--- src/rtl/rr_grant_encoder.sv ---
// rr_grant_encoder: picks one winner from NUM_REQ request lines, using either
// fixed priority (lowest index wins) or round robin from rr_ptr. The winner is
// held in a registered valid/ready slot as a one-hot vector plus a binary index.
// The grant is sticky until the consumer accepts it. On acceptance the slot is
// refilled in the same cycle, which allows one grant per cycle. Re-arbitration
// on an accepting edge uses the already-advanced round-robin pointer.

module rr_grant_encoder #(
  parameter int NUM_REQ = 16,
  parameter int IDX_W   = $clog2(NUM_REQ)
) (
  input  logic               clk,
  input  logic               rst,
  input  logic [NUM_REQ-1:0] req,
  input  logic               mode,
  input  logic               grant_ready,
  output logic               grant_valid,
  output logic [NUM_REQ-1:0] grant_onehot,
  output logic [IDX_W-1:0]   grant_idx,
  output logic [IDX_W-1:0]   rr_ptr
);

  typedef enum logic {
    IDLE  = 1'b0,
    GRANT = 1'b1
  } state_e;

  state_e             state_q, state_d;
  logic [NUM_REQ-1:0] onehot_q, onehot_d;
  logic [IDX_W-1:0]   idx_q, idx_d;
  logic [IDX_W-1:0]   ptr_q, ptr_d;

  logic               handshake;
  logic               any_req;
  logic               win_found;
  logic [IDX_W-1:0]   win_idx;
  logic [NUM_REQ-1:0] win_onehot;
  logic               hi_found;
  logic [IDX_W-1:0]   hi_idx;
  logic [IDX_W-1:0]   lo_idx;

  // Handshake detection and round-robin pointer advance. ptr_d is also the
  // forwarded pointer used by the arbiter on an accepting edge.
  always_comb begin
    // NOTE: every signal written in a combinational block gets a default first,
    // so that no path leaves it unassigned and infers a latch.
    handshake = (state_q == GRANT) && grant_ready;
    any_req   = |req;
    ptr_d     = ptr_q;
    if (handshake && mode) begin
      ptr_d = (idx_q == IDX_W'(NUM_REQ - 1)) ? '0 : idx_q + 1'b1;
    end
  end

  // Arbiter: the lowest set bit at or above the start index wins. If there is
  // none, the lowest set bit overall wins, which gives the wrap to 0..start-1.
  // Fixed priority is the special case start = 0.
  always_comb begin
    hi_found   = 1'b0;
    hi_idx     = '0;
    lo_idx     = '0;
    win_found  = any_req;
    win_onehot = '0;
    for (int i = NUM_REQ - 1; i >= 0; i--) begin
      if (req[i]) begin
        lo_idx = IDX_W'(i);
      end
      if (req[i] && (!mode || (i >= int'(ptr_d)))) begin
        hi_found = 1'b1;
        hi_idx   = IDX_W'(i);
      end
    end
    win_idx = hi_found ? hi_idx : lo_idx;
    if (win_found) begin
      win_onehot[win_idx] = 1'b1;
    end
  end

  // Next-state logic: load a winner from IDLE, hold while not accepted,
  // and refill or drain on acceptance.
  always_comb begin
    state_d  = state_q;
    onehot_d = onehot_q;
    idx_d    = idx_q;
    case (state_q)
      IDLE: begin
        if (win_found) begin
          state_d  = GRANT;
          onehot_d = win_onehot;
          idx_d    = win_idx;
        end
      end
      GRANT: begin
        if (grant_ready) begin
          if (win_found) begin
            onehot_d = win_onehot;
            idx_d    = win_idx;
          end else begin
            state_d  = IDLE;
            onehot_d = '0;
            idx_d    = '0;
          end
        end
      end
      default: begin
        state_d  = IDLE;
        onehot_d = '0;
        idx_d    = '0;
      end
    endcase
  end

  // State register; the asynchronous reset drops any held grant immediately.
  always_ff @(posedge clk or posedge rst) begin
    // NOTE: sequential state uses non-blocking assignments, so all flops update
    // together from the values they had before the edge.
    if (rst) begin
      state_q  <= IDLE;
      onehot_q <= '0;
      idx_q    <= '0;
      ptr_q    <= '0;
    end else begin
      state_q  <= state_d;
      onehot_q <= onehot_d;
      idx_q    <= idx_d;
      ptr_q    <= ptr_d;
    end
  end

  // Output decode: the payload registers are already cleared whenever the slot is empty.
  always_comb begin
    grant_valid  = (state_q == GRANT);
    grant_onehot = onehot_q;
    grant_idx    = idx_q;
    rr_ptr       = ptr_q;
  end

endmodule
--- config.mk ---
export PLATFORM = sky130hd
export DESIGN_NAME = rr_grant_encoder
export DESIGN_NICKNAME = d
export VERILOG_FILES = /design/src/rtl/rr_grant_encoder.sv
export SDC_FILE = /design/constraint.sdc
export NUM_CORES = 1
export LEC_CHECK = 0
export ABC_AREA = 1
export ABC_CLOCK_PERIOD_IN_PS = 3250
export BUFFER_PORTS_ARGS = -buffer_cell sky130_fd_sc_hd__buf_2
export CORE_MARGIN = 2
export CORE_UTILIZATION = 50
export CTS_CLUSTER_DIAMETER = 200
export DETAILED_ROUTE_END_ITERATION = 7
export PLACE_DENSITY = 0.72
export SKIP_CTS_REPAIR_TIMING = 1
export SYNTH_ARGS = -nofsm -noshare
export SYNTH_HDL_FRONTEND = slang
export SYNTH_SLANG_ARGS = --single-unit
--- constraint.sdc ---
create_clock -name clk -period 3.25 [get_ports clk]
set_input_delay 0.1625 -clock clk [delete_from_list [all_inputs] [get_ports clk]]
set_output_delay 0.1625 -clock clk [all_outputs]
set_load 0.05 [all_outputs]
==> key figures <==
Run status
  • Status: finished, final reports clean

Logic synthesis
  • Post-synthesis cell count: 259
  • Post-Syn Area: 0.001743 mm2
  • Sequential fraction of the synthesis area: 35.89%
  • Top FF cell, synth: dfrtp_1
  • Synthesis Warnings: 0
  • Synth unique cells: 30
  • Number of enable flip-flop cells after synthesis: 0
  • Net count of the mapped netlist: 280
  • Syn_area_per_cell: 6.729 um2
  • Register bit total from synthesis: 25
  • Asr flop ratio synth: 100.0%

Clock network
  • TritonCTS clock tree: built
  • H-tree depth: 1
  • Clock Path Buffers: 2
  • CTS root buffer: clkbuf_4
  • Clk sink count: 25
  • CTS Buf Count: 3
  • Clk_lat worst skew: 0.31 ns
  • Worst-path clk slew: 0.14 ns

Power
  • Maximum vdd ir drop: 0.2091 mV
  • PwrDens: 489.7 mW/mm2
  • Leakage: 1.197 nW

Setup path
  • CP Launch Type: register
  • Slowest cell on the critical path: dfrtp_1
  • Crit path max-delay family: simple AND/OR/NAND/NOR gates
  • Crit end category: register
  • Critical-path cell list: ha_1 -> nand2_1 -> nand2_1 -> nor2_1 -> nor2_2 -> nor2_4 -> nor2_1 -> o21ai_1 -> inv_1 -> nor2_2 -> nand3_2 -> nor2_4 -> nor2_2 -> a32oi_4 -> inv_4 -> nand3_1 -> nand2_1
  • CP max stage delay: 0.44 ns
  • Worst EP arrival: 3.08 ns
  • Worst path bufs/invs: 2
  • Max FO, Critical Path: 10
  • Crit path depth: 17
  • R2R cell count: 17
  • Crit Path Class: reg2reg
  • CP Data Required Time: 3.47 ns

Drt
  • DRC viols: 0
  • Number of vias per cell: 5.051
  • Drt wl/cell: 11.64 um
  • Initial DRC count: 129
  • Post-route ant nets: 0
  • Via Count: 1783
  • Drt pass-1 iters: 5
  • Aggregate routed wire length: 4110 um

Cells and area
  • P&R area growth vs syn: 17.88%
  • Nets: 329
  • Ratio of cells with drive above 1 in the final layout: 26.06%
  • FILL cells: 323
  • Area occupied by registers: 625.6 um2
  • Area of the multi-input gates: 964.7 um2
  • # diodes: 0

Run
  • Max cap viols: 0

GRT
  • All-Layer GR Usage: 21.66%
  • Antenna violations before repair: 0
  • GR Overflow Total: 0
  • First-pass GRT wire length: 7003 um
  • Largest net degree at the start of global routing: 26
  • Vias in the first global route: 1568

Floorplanning
  • DIE AREA: 0.003974 mm2
  • Core area: 0.003337 mm2
  • Die Wd: 63.04 um
  • Row Count: 21
  • Die height: 63.04 um
  • Initial Util: 52.23%
  • I/O Pins: 45

Timing
  • Final hold violations: 0
  • Worst Clk Skew: 0.007189 ns
  • Worst slew margin: 39.20%
  • Setup_tns: 0 ns
  • RSZ-0062 raised after global routing: false
  • Fmax: 349.5 MHz
  • Slew Limit Fails: 0
  • Final setup fails: 0
  • Final Cycle Share: 88.04%
  • Fin crit period: 2.861 ns
  • Worst-Margin Slew: 0.9110 ns
  • Worst hold-check slack: 0.02076 ns

Placement
  • Post-DP HPWL: 3389 um
  • GPL Wtd Cong: 0.9663
  • # port buffers: 44

Min path
  • Min-delay worst type: in2async
[worst reg2reg max path, delay by kind of cell, from the launching register on]
kind            cells  cell delay, ns
compound gates      2            0.58
fa+ha+maj           1            0.24
buf+inv             2            0.18
flops               1            0.44
simple gates       12            1.36
[per-layer routing]
layer | routed length, um | global-route usage, % | up-vias
met5 | 0 | 0 | -
met4 | 36 | 5.000 | 0
met3 | 176 | 2.162 | 4
met2 | 1876 | 34.04 | 57
met1 | 2020 | 32.07 | 798
li1 | - | - | 924
[report_power, final]
group | total (W) | internal [W] | switching, W | leakage [nW]
clock | 0.000140 | 0.0000469 | 0.0000930 | 0.0139
sequential | 0.000374 | 0.000349 | 0.0000250 | 0.325
combinational | 0.000492 | 0.000124 | 0.000368 | 0.858
[logic make-up (layout without fill, tap and decap cells)]
| family | count (synthesis) | after routing | synth area share (%) |
|---|---|---|---|
| AO/OA/AOI/OAI | 25 | 25 | 9.548 |
| buffers and inverters | 40 | 88 | 8.758 |
| adder cells (fa/ha/maj) | 1 | 1 | 0.7178 |
| AND/OR/NAND/NOR | 168 | 168 | 45.08 |
| flip-flops | 25 | 25 | 35.89 |
[cell usage after synthesis, types with 2 or more instances]
cell type | count | area (um2)
dfrtp_1 | 25 | 625.6
nor2_1 | 20 | 75.07
o21ai_0 | 9 | 45.04
inv_1 | 33 | 123.9
nor2_2 | 7 | 43.79
nor4_1 | 2 | 12.51
a21oi_1 | 4 | 20.02
nand2_2 | 4 | 25.02
nor3_1 | 4 | 20.02
nand3_2 | 2 | 20.02
inv_2 | 5 | 18.77
nand4_1 | 9 | 56.30
nand3_1 | 20 | 100.1
o21ai_1 | 5 | 25.02
nor3_2 | 2 | 20.02
nor2_4 | 4 | 45.04
nand2_1 | 90 | 337.8
or2_2 | 2 | 12.51
[layout by cell type, fill, tap and decap left out, drive strengths merged]
cell type | Yosys | final
nor4 | 2 | 2
clkinvlp | 0 | 1
nand3 | 22 | 22
a32oi | 1 | 1
nand2 | 95 | 95
o21ai | 15 | 15
nor2 | 31 | 31
nand4 | 9 | 9
o311ai | 1 | 1
nor3 | 6 | 6
o211ai | 1 | 1
ha | 1 | 1
inv | 39 | 39
or2 | 2 | 2
o21a | 1 | 1
clkbuf | 1 | 3
o21bai | 1 | 1
and3 | 1 | 1
a31o | 1 | 1
a21oi | 4 | 4
dfrtp | 25 | 25
buf | 0 | 45
[area by class of cell]
| type | instances | area share, % |
|---|---|---|
| timing repair buffer | 45 | 11.08 |
| clock buffer | 3 | 1.096 |
| multi-input combinational | 194 | 46.95 |
| tap | 46 | 2.801 |
| inverter | 39 | 7.247 |
| clock inverter | 1 | 0.3654 |
| sequential | 25 | 30.45 |
[stage by stage]
stage          std cells  instance area, um2  utilization (%)  setup slack [ns]  total power, W
2_1_floorplan        259                1743                -            0.4770       0.0007576
3_3_place_gp         349                2024            60.67            0.4611       0.0008675
3_5_place_dp         349                2024            60.67            0.4226       0.0008697
4_1_cts              353                2054            61.57            0.4141        0.001011
5_1_grt              353                2054            61.57            0.1803        0.001081
6_report             353                2054            61.57            0.3887        0.001006
[path summary, 6_finish.rpt]
kind,startpoint,slack [ns],to
worst min register to register,grant_onehot[12],0.49,grant_onehot[12]
worst min-delay path,rst,0.02,grant_onehot[0]
worst max register to register,grant_idx[0],0.39,grant_onehot[7]
max in group asynchronous,rst,2.68,grant_onehot[1]
worst max-delay path,grant_idx[0],0.39,grant_onehot[7]
min in group clk,grant_ready,0.07,grant_valid
[sequential cells by signal, summed over array words and instances (netlist names)]
register and flops:
grant_onehot 16, grant_valid 1, rr_ptr 4, grant_idx 4
(Power assumes the default switching activity.)
